===== config.mk =====
export PLATFORM = sky130hd
export DESIGN_NAME = uart_tx_stream
export DESIGN_NICKNAME = d
export VERILOG_FILES = /design/src/rtl/uart_tx_stream.sv
export SDC_FILE = /design/constraint.sdc
export NUM_CORES = 1
export LEC_CHECK = 0
export ABC_AREA = 1
export ABC_CLOCK_PERIOD_IN_PS = 2300
export CORE_MARGIN = 1
export CORE_UTILIZATION = 39
export DETAILED_ROUTE_END_ITERATION = 10
export DONT_BUFFER_PORTS = 1
export GPL_TIMING_DRIVEN = 1
export PLACE_DENSITY = 0.52
export SLEW_MARGIN = 20
export SYNTH_ARGS = -nofsm -noshare
export SYNTH_HDL_FRONTEND = slang
export SYNTH_SLANG_ARGS = --single-unit

===== constraint.sdc =====
create_clock -name clk -period 2.3 [get_ports clk]
set_input_delay 0 -clock clk [delete_from_list [all_inputs] [get_ports clk]]
set_output_delay 0 -clock clk [all_outputs]
set_load 0.005 [all_outputs]

===== src/rtl/uart_tx_stream.sv =====
// uart_tx_stream: byte-stream UART transmitter (8N1) fronted by a
// power-of-two byte FIFO. A byte is popped from the FIFO into the shifter
// from IDLE, or on the last STOP cycle so that queued frames follow each
// other with no idle gap.
module uart_tx_stream #(
    parameter int unsigned CLKS_PER_BIT = 1736,
    parameter int unsigned FIFO_DEPTH   = 16
) (
    input  logic                            clk,
    input  logic                            rst,
    input  logic [7:0]                      tx_bus,
    input  logic                            tx_bus_valid,
    output logic                            tx_bus_ready,
    output logic                            tx,
    output logic                            tx_busy,
    output logic [$clog2(FIFO_DEPTH):0]     fifo_count
);

    localparam int unsigned AW = $clog2(FIFO_DEPTH);
    localparam int unsigned CW = AW + 1;
    localparam int unsigned BW = (CLKS_PER_BIT > 1) ? $clog2(CLKS_PER_BIT) : 1;
    localparam logic [BW-1:0] BAUD_LAST = BW'(CLKS_PER_BIT - 1);
    localparam logic [CW-1:0] COUNT_FULL = CW'(FIFO_DEPTH);

    typedef enum logic [1:0] {
        IDLE,
        START,
        DATA,
        STOP
    } state_t;

    logic [7:0]    mem [FIFO_DEPTH];
    logic [AW-1:0] wr_ptr;
    logic [AW-1:0] rd_ptr;
    logic [CW-1:0] count;
    logic          full;
    logic          push;
    logic          pop;
    logic          baud_done;

    state_t        state;
    logic [BW-1:0] baud;
    logic [2:0]    bit_idx;
    logic [7:0]    shift;
    logic          tx_r;
    logic          busy_r;

    // Handshake and pop decode; ready never looks at valid
    always_comb begin
        full         = (count == COUNT_FULL);
        tx_bus_ready = !full && !rst;
        push         = tx_bus_valid && tx_bus_ready;
        baud_done    = (baud == BAUD_LAST);
        pop          = (count != '0) &&
                       ((state == IDLE) || ((state == STOP) && baud_done));
    end

    // FIFO storage; contents need no reset since count gates every read
    always_ff @(posedge clk) begin
        if (push) begin
            mem[wr_ptr] <= tx_bus;
        end
    end

    // FIFO pointers and occupancy; simultaneous push/pop leaves count unchanged
    always_ff @(posedge clk) begin
        if (rst) begin
            wr_ptr <= '0;
            rd_ptr <= '0;
            count  <= '0;
        end else begin
            if (push) begin
                wr_ptr <= wr_ptr + AW'(1);
            end
            if (pop) begin
                rd_ptr <= rd_ptr + AW'(1);
            end
            case ({push, pop})
                2'b10:   count <= count + CW'(1);
                2'b01:   count <= count - CW'(1);
                default: count <= count;
            endcase
        end
    end

    // Frame FSM with registered line and busy outputs
    always_ff @(posedge clk) begin
        if (rst) begin
            state   <= IDLE;
            baud    <= '0;
            bit_idx <= '0;
            shift   <= '0;
            tx_r    <= 1'b1;
            busy_r  <= 1'b0;
        end else begin
            case (state)
                IDLE: begin
                    tx_r    <= 1'b1;
                    baud    <= '0;
                    bit_idx <= '0;
                    if (pop) begin
                        shift  <= mem[rd_ptr];
                        state  <= START;
                        tx_r   <= 1'b0;
                        busy_r <= 1'b1;
                    end
                end
                START: begin
                    if (baud_done) begin
                        baud    <= '0;
                        bit_idx <= '0;
                        state   <= DATA;
                        tx_r    <= shift[0];
                    end else begin
                        baud <= baud + BW'(1);
                    end
                end
                DATA: begin
                    if (baud_done) begin
                        baud <= '0;
                        if (bit_idx == 3'd7) begin
                            state <= STOP;
                            tx_r  <= 1'b1;
                        end else begin
                            bit_idx <= bit_idx + 3'd1;
                            tx_r    <= shift[bit_idx + 3'd1];
                        end
                    end else begin
                        baud <= baud + BW'(1);
                    end
                end
                STOP: begin
                    if (baud_done) begin
                        baud <= '0;
                        if (pop) begin
                            shift <= mem[rd_ptr];
                            state <= START;
                            tx_r  <= 1'b0;
                        end else begin
                            state  <= IDLE;
                            tx_r   <= 1'b1;
                            busy_r <= 1'b0;
                        end
                    end else begin
                        baud <= baud + BW'(1);
                    end
                end
                default: begin
                    state  <= IDLE;
                    tx_r   <= 1'b1;
                    busy_r <= 1'b0;
                end
            endcase
        end
    end

    // Output mapping
    always_comb begin
        tx         = tx_r;
        tx_busy    = busy_r;
        fifo_count = count;
    end

endmodule


==> flow_metrics.py, run 1 <==
metrics = {
    "critical_path": {
        "cp_max_fo": 5,
        "cp_common_cell": "inv_1",
        "reg2reg_from": "state[0]$_SDFFE_PP0P_",
        "end_kind": "flop",
        "max_stage_delay_ns": 0.39,
        "reg2reg_depth": 15,
        "worstSetupPathType": "reg -> reg",
        "arrival_ns": 2.57,
        "r2r-end": "fifo_count[2]$_SDFFE_PP0P_",
        "required_ns": 2.63,
        "rrSetupSlack_ns": 0.06,
        "crit_family": "adder cells",
        "path_cells": "inv_1 > ha_1 > inv_1 > nand2_2 > nand2_4 > inv_4 > ha_4 > xor2_4 > ha_2 > inv_2 > nand2_2 > buf_4 > xor2_1 > o21ai_0 > inv_1",
        "critPathLaunchType": "flop",
        "worst-path-buf-inv": 6,
        "cp_slowest_cell": "dfxtp_1",
    },
    "sta": {
        "skew_ns": 0.0115,
        "timing.fmax_ghz": 0.446,
        "whs_ns": 0.420,
        "period_share_pct": 97.5,
        "hold_viol": 0,
        "setup_viol": 0,
        "slew_viol_final": 0,
        "relSlewSlack_pct": 49.5,
        "worst_slew_pin_slew_ns": 0.756,
        "rsz0062_at_grt": "yes",
        "layout_min_cycle_time_ns": 2.24,
    },
    "detailed_routing": {
        "met3_length_um": 689,
        "drc_errors": 0,
        "top_layer": "met4",
        "num_vias": 4990,
        "first_iter_violations": 342,
        "wl_per_cell_um": 15.3,
        "drtAntennaViolNets": 0,
        "wl_met2_mm": 7.53,
        "firstDrtPassIters": 4,
        "wirelength_mm": 15.9,
        "viasPerCell": 4.83,
        "wl_met1_mm": 7.43,
    },
    "grt": {
        "grt_pass1_wl_mm": 25.9,
        "antenna_found_initial": 0,
        "grt_overflow": 0,
        "track_usage_pct": 17.3,
        "grt_max_degree": 46,
        "grt_pass1_vias": 4967,
    },
    "run": {
        "max_cap_viol_count": 0,
    },
    "placement": {
        "place_inst": 987,
        "port_buffers": 0,
        "gp_congestion": 0.843,
        "dpl.hpwl_mm": 10.4,
    },
    "clock_network": {
        "clock_latency_ns": 0.43,
        "numCtsBuffers": 17,
        "cts.reportedPaths.clkPinSlew_ns": 0.07,
        "cts.htree.levels": 4,
        "tritoncts": "yes",
        "cts_root_buf": "clkbuf_16",
        "ctsLongestPathBuffers": 2,
        "clock-sinks": 171,
    },
    "cells_and_area": {
        "antenna_cells": 0,
        "layoutNonFillerInstCount": 1034,
        "final_core_util_pct": 46.7,
        "syn_to_final_growth_pct": 16.4,
        "layout_common_cells": "128 x edfxtp_1, 97 x inv_1, 86 x nand2_1",
        "drive_gt1_share_pct": 15.6,
        "nNetsFinal": 789,
        "layout_commonest_cell": "edfxtp_1",
    },
    "floorplan": {
        "die_area_mm2": 0.0199,
        "die_w_um": 141,
        "die-height_um": 141,
        "coreArea_mm2": 0.0188,
        "ioPinCount": 19,
        "initial_core_util_pct": 40.1,
        "num_rows": 50,
    },
    "yosys": {
        "yosysSeqAreaShare_pct": 62.3,
        "synthCells": 724,
        "yosysWarnings": 0,
        "syn_area_per_cell_um2": 10.4,
        "ys_ff_latch": 171,
        "yosysTopAreaCell": "edfxtp_1",
        "post_synth_main_area_contributors": "edfxtp_1 51%, dfxtp_1 11%, inv_1 4.9%, nand2_1 4.4%, nand3_1 4.4%",
        "ys_types": 37,
        "synth_top_area_share_pct": 50.9,
        "syn_nets": 752,
        "synth_area_mm2": 0.00756,
    },
    "power_and_ir_drop": {
        "power.ir.vdd_worst_v": 0.000684,
        "power-per-cell-area_mw_per_mm2": 1080,
        "power.total_w": 0.00946,
        "leakage_nw": 3.34,
    },
    "outcome": {
        "status": "completed",
    },
    "min_path": {
        "hold_start": "tx_bus_valid",
        "holdPathEnd": "wr_ptr[0]$_SDFFE_PP0P_",
        "worstHoldPathType": "in -> reg",
        "holdPathStages": 3,
    },
}
-- cells in the mapped netlist (all sizes together) --
| master | number |
|---|---|
| a21oi | 51 |
| and2 | 1 |
| buf | 22 |
| clkbuf | 7 |
| dfxtp | 43 |
| edfxtp | 128 |
| ha | 17 |
| inv | 106 |
| nand2 | 94 |
| nand3 | 66 |
| nand3b | 1 |
| nand4 | 2 |
| nor2 | 71 |
| nor3 | 7 |
| nor3b | 1 |
| o211ai | 32 |
| o21ai | 63 |
| o21bai | 3 |
| or2 | 1 |
| xnor2 | 1 |
| xor2 | 7 |
-- worst register-to-register path: stages, from the launching register on --
cell and delay (ns):
dfxtp_1 0.39, inv_1 0.11, ha_1 0.22, inv_1 0.08, nand2_2 0.08, nand2_4 0.07
inv_4 0.04, ha_4 0.17, xor2_4 0.16, ha_2 0.18, inv_2 0.06, nand2_2 0.06
buf_4 0.14, xor2_1 0.15, o21ai_0 0.18, inv_1 0.06
-- registers in the layout, indices dropped and copies added (netlist names), named ones only --
signal      cells
rd_ptr          4
wr_ptr          4
state           2
shift           8
bit_idx         3
mem           128
baud           11
fifo_count      5
tx_busy         1
tx              1
-- where the power goes --
part	switching, W	total [W]	leakage [nW]	internal [W]
registers	0.000234	0.00375	1.51	0.00352
clock network	0.00123	0.00285	0.281	0.00162
logic	0.00176	0.00286	1.55	0.00110
-- cell families after synthesis --
family	count (synthesis)	share of synthesized area, %
compound gates	149	11.8
xor+xnor	8	1.03
fa+ha+maj	17	2.81
buf+inv	135	7.48
flops	171	62.3
simple gates	244	14.6
-- how the worst max path moves through the flow --
| stage | startpoint | endpoint | cells past startpoint |
|---|---|---|---|
| 2_1_floorplan | baud[0]$_SDFF_PP0_ | fifo_count[4]$_SDFFE_PP0P_ | 17 |
| 3_3_place_gp | baud[0]$_SDFF_PP0_ | fifo_count[4]$_SDFFE_PP0P_ | 17 |
| 3_5_place_dp | baud[0]$_SDFF_PP0_ | fifo_count[4]$_SDFFE_PP0P_ | 17 |
| 4_1_cts | baud[0]$_SDFF_PP0_ | fifo_count[4]$_SDFFE_PP0P_ | 17 |
| 5_1_grt | baud[1]$_SDFF_PP0_ | fifo_count[4]$_SDFFE_PP0P_ | 17 |
| 6_report | state[0]$_SDFFE_PP0P_ | fifo_count[2]$_SDFFE_PP0P_ | 15 |
-- metal layers --
metal / GRT usage [%] / up-vias
met4: 6.24 / 0
met1: 23.2 / 2348
met3: 3.36 / 17
met5: 0 / -
met2: 27.8 / 87
li1: - / 2538
-- through the flow --
step	worst slack [ns]	setup TNS, ns	cell area, um2
finish	0.0577	0	8800
global route	-0.0705	-0.0889	8800
CTS	0.0102	0	8720
detailed placement	-0.137	-0.137	8000
global placement	0.0190	0	8000
floorplan	0.0238	0	7560
-- final cells by class --
cell class | instances | area, um2
fillers | 1749 | 10000
flip-flops and latches | 171 | 4710
multi-input cells | 418 | 2350
clock buffers | 17 | 425
repair buffers | 47 | 415
inverters | 106 | 405
well taps | 260 | 325
clock inverters | 15 | 161
-- what timing repair did --
| action | CTS | global route |
|---|---|---|
| hold endpoints to repair | 155 | 0 |
| gates resized for setup | 2 | 14 |
| setup endpoints to repair | 1 | 2 |
| buffers inserted | 2 | 3 |
| hold buffers | 10 | 0 |
| pin swaps | 2 | 9 |
(Power assumes the default switching activity.)
==> run 2: changes to the inputs <==
--- a/config.mk
+++ b/config.mk
@@ -7,12 +7,12 @@
 export LEC_CHECK = 0
 export ABC_AREA = 1
 export ABC_CLOCK_PERIOD_IN_PS = 2300
-export CORE_MARGIN = 1
 export CORE_UTILIZATION = 39
 export DETAILED_ROUTE_END_ITERATION = 10
 export DONT_BUFFER_PORTS = 1
-export GPL_TIMING_DRIVEN = 1
+export GPL_TIMING_DRIVEN = 0
 export PLACE_DENSITY = 0.52
+export SETUP_SLACK_MARGIN = 0.5
 export SLEW_MARGIN = 20
 export SYNTH_ARGS = -nofsm -noshare
 export SYNTH_HDL_FRONTEND = slang
==> run 2 against run 1 <==
The flow now finishes with violations (negative hold slack). Sequential power is essentially flat. First-iteration DRC count increased by 44%. Clock skew fell by 0.00077 ns. Critical path depth rose by 1. Via count increased by 3.9%. Clock power fell by 2%. Cell count is 1.7% higher. Largest power group unchanged. Highest routed layer unchanged.
==> flow_metrics.py, run 2 (same netlist as run 1, synthesis figures left out) <==
metrics = {
    "sta": {
        "timing.fmax_ghz": 0.442,
        "relSlewSlack_pct": 42.5,
        "fin_ws_ns": 0.0388,
        "whs_ns": -0.0934,
        "period_share_pct": 98.3,
        "hold_viol": 3,
        "layout_min_cycle_time_ns": 2.26,
        "worst_slew_pin_slew_ns": 0.860,
        "finalSetupTns_ns": 0,
        "setup_viol": 0,
        "skew_ns": 0.0107,
        "slew_viol_final": 0,
        "rsz0062_at_grt": "yes",
    },
    "grt": {
        "met1_usage_pct": 28.7,
        "antenna_found_initial": 0,
        "grt_max_degree": 17,
        "grt_pass1_vias": 4978,
        "track_usage_pct": 20.0,
        "grt_pass1_wl_mm": 29.1,
        "grt_overflow": 0,
        "grtUsageMet2_pct": 30.6,
        "gr-max-usage-layer": "met2",
        "use_met3_pct": 3.33,
    },
    "min_path": {
        "hold_start": "tx_bus_valid",
        "holdPathEnd": "wr_ptr[3]$_SDFFE_PP0P_",
        "holdPathStages": 4,
        "worstHoldPathType": "in -> reg",
    },
    "placement": {
        "place_ws_ns": -0.206,
        "port_buffers": 0,
        "placed_area_mm2": 0.00793,
        "dpl.hpwl_mm": 12.8,
        "gp_congestion": 0.963,
    },
    "critical_path": {
        "worstSetupPathType": "reg -> reg",
        "reg2reg_from": "baud[0]$_SDFF_PP0_",
        "required_ns": 2.66,
        "arrival_ns": 2.62,
        "r2r-end": "fifo_count[4]$_SDFFE_PP0P_",
        "critPathLaunchType": "flop",
        "cp_max_fo": 4,
        "rrSetupSlack_ns": 0.04,
        "end_kind": "flop",
        "reg2reg_depth": 16,
    },
    "clock_network": {
        "clock-sinks": 171,
        "numCtsBuffers": 17,
        "clock_latency_ns": 0.43,
        "tritoncts": "yes",
        "cts.reportedPaths.clkPinSlew_ns": 0.07,
        "ctsLongestPathBuffers": 2,
        "cts_root_buf": "clkbuf_16",
        "cts.htree.levels": 4,
        "ctsHoldBuffers": 11,
    },
    "cells_and_area": {
        "fillers": 1712,
        "drive_gt1_share_pct": 21.6,
        "fin_area_mm2": 0.00919,
        "largest_reg_flops": 128,
        "layout_commonest_cell": "edfxtp_1",
        "nNetsFinal": 807,
        "antenna_cells": 0,
        "reg_top3": "mem: 128 flops, baud: 11 flops, shift: 8 flops",
        "top_register": "mem",
        "multi_input_area_mm2": 0.00262,
        "syn_to_final_growth_pct": 21.6,
        "seqCellArea_mm2": 0.00473,
        "layout_common_cells": "128 x edfxtp_1, 96 x inv_1, 82 x nand2_1",
    },
    "detailed_routing": {
        "num_vias": 5186,
        "drtAntennaViolNets": 0,
        "wl_per_cell_um": 17.8,
        "drc_errors": 0,
        "wirelength_mm": 18.7,
        "first_iter_violations": 493,
        "firstDrtPassIters": 5,
        "viasPerCell": 4.93,
    },
    "floorplan": {
        "coreArea_mm2": 0.0188,
        "ioPinCount": 19,
        "initial_core_util_pct": 40.1,
        "die-height_um": 141,
        "die_area_mm2": 0.0199,
        "die_w_um": 141,
        "num_rows": 50,
    },
    "power_and_ir_drop": {
        "power.ir.vdd_worst_v": 0.000749,
        "leakage_nw": 3.45,
        "power-per-cell-area_mw_per_mm2": 1090,
        "power.total_w": 0.0100,
    },
    "outcome": {
        "violations": "negative hold slack",
        "status": "finished, violations left",
    },
    "run": {
        "max_cap_viol_count": 0,
    },
}
## run 2: final cells by class
class | instances | share of cell area [%]
multi-input combinational | 419 | 28.5
tap | 260 | 3.54
timing repair buffer | 35 | 3.96
buffer | 29 | 1.85
sequential | 171 | 51.5
inverter | 106 | 4.47
clock buffer | 20 | 4.97
clock inverter | 12 | 1.25
## run 2: layer usage
| layer | vias up | wire, um |
|---|---|---|
| li1 | 2574 | - |
| met1 | 2468 | 9170 |
| met2 | 119 | 8460 |
| met3 | 25 | 706 |
| met4 | 0 | 414 |
| met5 | - | 0 |
## run 2: report_power, final
group          internal (W)  switching, W  leakage [nW]
clock               0.00156       0.00122         0.279
sequential          0.00353      0.000191          1.51
combinational       0.00136       0.00214          1.66
## run 2: worst max-delay path by stage
stage	start	to
after floorplan	baud[1]$_SDFF_PP0_	fifo_count[4]$_SDFFE_PP0P_
after global placement	baud[0]$_SDFF_PP0_	fifo_count[4]$_SDFFE_PP0P_
after detailed placement	baud[1]$_SDFF_PP0_	fifo_count[4]$_SDFFE_PP0P_
after CTS	baud[0]$_SDFF_PP0_	fifo_count[4]$_SDFFE_PP0P_
after global routing	baud[0]$_SDFF_PP0_	fifo_count[4]$_SDFFE_PP0P_
final	baud[0]$_SDFF_PP0_	fifo_count[4]$_SDFFE_PP0P_
## run 2: timing repair
action | CTS | global route
gates cloned | 0 | 1
setup endpoints to repair | 133 | 149
resized for setup | 49 | 36
hold endpoints to repair | 131 | 2
pin swaps | 16 | 16
buffers inserted | 13 | 11
## run 2: stage by stage
step | instances | util [%]
after floorplan | 724 | -
after global placement | 984 | 42.1
after detailed placement | 984 | 42.1
after CTS | 1040 | 47.4
after global routing | 1052 | 48.8
final | 1052 | 48.8
## run 2: worst max-delay path, stage by stage, from the launching register on
cell and delay (ns):
dfxtp_2 0.35, ha_4 0.15, nand2_4 0.05, nor2_4 0.10
nand4_1 0.16, nand2_2 0.13, nand2_4 0.07, inv_6 0.07
ha_4 0.17, buf_4 0.12, buf_6 0.11, xor2_4 0.21
nand3_2 0.09, nand2_2 0.07, xor2_1 0.15, nand2_1 0.07
a21oi_1 0.12
==> run 3: changes to the inputs <==
--- a/config.mk
+++ b/config.mk
@@ -7,11 +7,11 @@
 export LEC_CHECK = 0
 export ABC_AREA = 1
 export ABC_CLOCK_PERIOD_IN_PS = 2300
+export BUFFER_PORTS_ARGS = -buffer_cell sky130_fd_sc_hd__buf_2
 export CORE_UTILIZATION = 39
 export DETAILED_ROUTE_END_ITERATION = 10
-export DONT_BUFFER_PORTS = 1
 export GPL_TIMING_DRIVEN = 0
-export PLACE_DENSITY = 0.52
+export PLACE_DENSITY = 0.53
 export SETUP_SLACK_MARGIN = 0.5
 export SLEW_MARGIN = 20
 export SYNTH_ARGS = -nofsm -noshare
==> constraint.sdc (replaced) <==
create_clock -name clk -period 2.3 [get_ports clk]
set_input_delay 0.115 -clock clk [delete_from_list [all_inputs] [get_ports clk]]
set_output_delay 0.115 -clock clk [all_outputs]
set_load 0.005 [all_outputs]
==> run 3 against run 2 <==
First-iteration DRC count shrank 21%. Via count grew 1.2%. Worst hold slack gained 0.17 ns. Register-to-register slack lost 0.03 ns. Highest routed layer unchanged. Cell area shrank 0.65%. Clock skew shrank 0.0043 ns. Combinational power shrank 1%. Wire length is essentially flat. Clock power grew 7%. Sequential share of layout area grew 0.35 points. The run now ends clean.
==> flow_metrics.py, run 3 (same netlist as run 1, synthesis figures left out) <==
metrics = {
    "critical_path": {
        "cp_slowest_cell": "dfxtp_2",
        "cp_max_fo": 3,
        "worstSetupPathType": "reg -> reg",
        "max_stage_delay_ns": 0.35,
        "critPathLaunchType": "flop",
        "cp_common_cell": "ha_4",
        "required_ns": 2.65,
        "arrival_ns": 2.64,
        "rrSetupSlack_ns": 0.01,
        "path_cells": "ha_4 > nand2_4 > nor2_4 > nand4_1 > nand2_2 > nand2_4 > clkinv_4 > ha_4 > xor2_2 > ha_4 > inv_2 > nand2_2 > nand3_1 > nand2_1 > xor2_1 > nand2_1 > a21oi_1",
        "end_kind": "flop",
    },
    "detailed_routing": {
        "drc_errors": 0,
        "first_iter_violations": 390,
        "wl_per_cell_um": 17.8,
        "num_vias": 5249,
        "wirelength_mm": 18.8,
        "firstDrtPassIters": 5,
        "drtAntennaViolNets": 0,
        "viasPerCell": 4.97,
    },
    "grt": {
        "grt_max_degree": 17,
        "grt_pass1_vias": 5098,
        "grt_overflow": 0,
        "antenna_found_initial": 0,
        "grt_pass1_wl_mm": 28.9,
        "track_usage_pct": 19.9,
    },
    "sta": {
        "setup_viol": 0,
        "timing.fmax_ghz": 0.437,
        "worst_slew_pin_slew_ns": 0.605,
        "whs_ns": 0.0745,
        "skew_ns": 0.00640,
        "rsz0062_at_grt": "yes",
        "layout_min_cycle_time_ns": 2.29,
        "hold_viol": 0,
        "slew_viol_final": 0,
        "relSlewSlack_pct": 59.7,
        "period_share_pct": 99.5,
    },
    "clock_network": {
        "cts_root_buf": "clkbuf_16",
        "cts.reportedPaths.clkPinSlew_ns": 0.06,
        "clock_latency_ns": 0.43,
        "ctsLongestPathBuffers": 2,
        "cts.htree.levels": 4,
        "ctsHoldBuffers": 0,
        "numCtsBuffers": 17,
        "tritoncts": "yes",
        "clock-sinks": 171,
    },
    "placement": {
        "port_buffers": 18,
        "placed_area_mm2": 0.00802,
        "dpl.hpwl_mm": 13.1,
        "gp_congestion": 0.854,
    },
    "floorplan": {
        "die-height_um": 141,
        "ioPinCount": 19,
        "initial_core_util_pct": 40.1,
        "coreArea_mm2": 0.0188,
        "num_rows": 50,
        "die_area_mm2": 0.0199,
        "die_w_um": 141,
    },
    "cells_and_area": {
        "top_register": "mem",
        "reg_top3": "mem: 128 flops, baud: 11 flops, shift: 8 flops",
        "final_core_util_pct": 48.5,
        "syn_to_final_growth_pct": 20.8,
        "drive_gt1_share_pct": 23.1,
        "largest_reg_flops": 128,
        "layout_commonest_cell": "edfxtp_1",
        "layout_common_cells": "128 x edfxtp_1, 95 x inv_1, 83 x nand2_1",
        "antenna_cells": 0,
        "nNetsFinal": 812,
        "fillers": 1732,
        "fin_area_mm2": 0.00913,
    },
    "power_and_ir_drop": {
        "power.ir.vdd_worst_v": 0.000781,
        "power-per-cell-area_mw_per_mm2": 1110,
        "leakage_nw": 3.47,
    },
    "outcome": {
        "status": "completed",
    },
    "run": {
        "max_cap_viol_count": 0,
    },
    "min_path": {
        "worstHoldPathType": "in -> reg",
    },
}
-- run 3: cell types whose count changed in the layout (fill, tap and decap cells not counted), sizes merged --
cell,change
buf,+12
bufinv,+3
clkbuf,+3
clkinv,+3
dlygate4sd3,-11
inv,-5
-- run 3: layer usage --
layer  vias to the layer above  track usage (%)  routed length, um  part of all wire (%)
li1                       2599                -                  -                     -
met1                      2505             27.6               8950                    48
met3                        30             3.09                679                   3.6
met5                         -                0                  0                     0
met2                       115             30.7               8570                    46
met4                         0             8.87                573                   3.1
-- run 3: final timing paths --
kind,from,endpoint,depth (start not counted)
max,baud[1]$_SDFF_PP0_,fifo_count[4]$_SDFFE_PP0P_,17
min,tx_bus_valid,wr_ptr[0]$_SDFFE_PP0P_,3
max reg2reg,baud[1]$_SDFF_PP0_,fifo_count[4]$_SDFFE_PP0P_,17
min reg2reg,baud[9]$_SDFF_PP0_,baud[9]$_SDFF_PP0_,2
-- run 3: worst max-delay path, delay by kind of cell (launching register included) --
kind	cells	cell delay, ns
AO/OA/AOI/OAI	1	0.11
XOR/XNOR	2	0.36
adder cells (fa/ha/maj)	3	0.48
buffers and inverters	2	0.10
flip-flops	1	0.35
AND/OR/NAND/NOR	9	0.82
-- run 3: cell type report --
class	instances	area (um2)	share of cell area, %
clock inverter	13	176	1.93
timing repair buffer	40	317	3.47
clock buffer	19	433	4.74
inverter	106	410	4.50
buffer	29	174	1.91
multi-input combinational	419	2560	28.1
tap	260	325	3.56
sequential	171	4730	51.8
-- run 3: metrics by stage --
| step | total power (W) | worst slack, ns | instances | TNS [ns] |
|---|---|---|---|---|
| floorplan | 0.00585 | 0.166 | 724 | 0 |
| global placement | 0.00662 | -0.139 | 1002 | -0.139 |
| detailed placement | 0.00668 | -0.164 | 1002 | -0.164 |
| CTS | 0.00988 | 0.103 | 1047 | 0 |
| global route | 0.0107 | -0.107 | 1057 | -0.107 |
| finish | 0.0101 | 0.0114 | 1057 | 0 |
-- run 3: what timing repair did --
item	in CTS	in global routing
gates cloned	0	1
gates resized for setup	48	33
pin swaps	9	14
setup buffers	13	9
setup endpoints to repair	133	147
-- run 3: power by group --
group	leakage (nW)	switching, W	internal [W]
clock	0.294	0.00116	0.00181
combinational	1.67	0.00212	0.00134
sequential	1.51	0.000178	0.00353
total	3.47	0.00346	0.00667
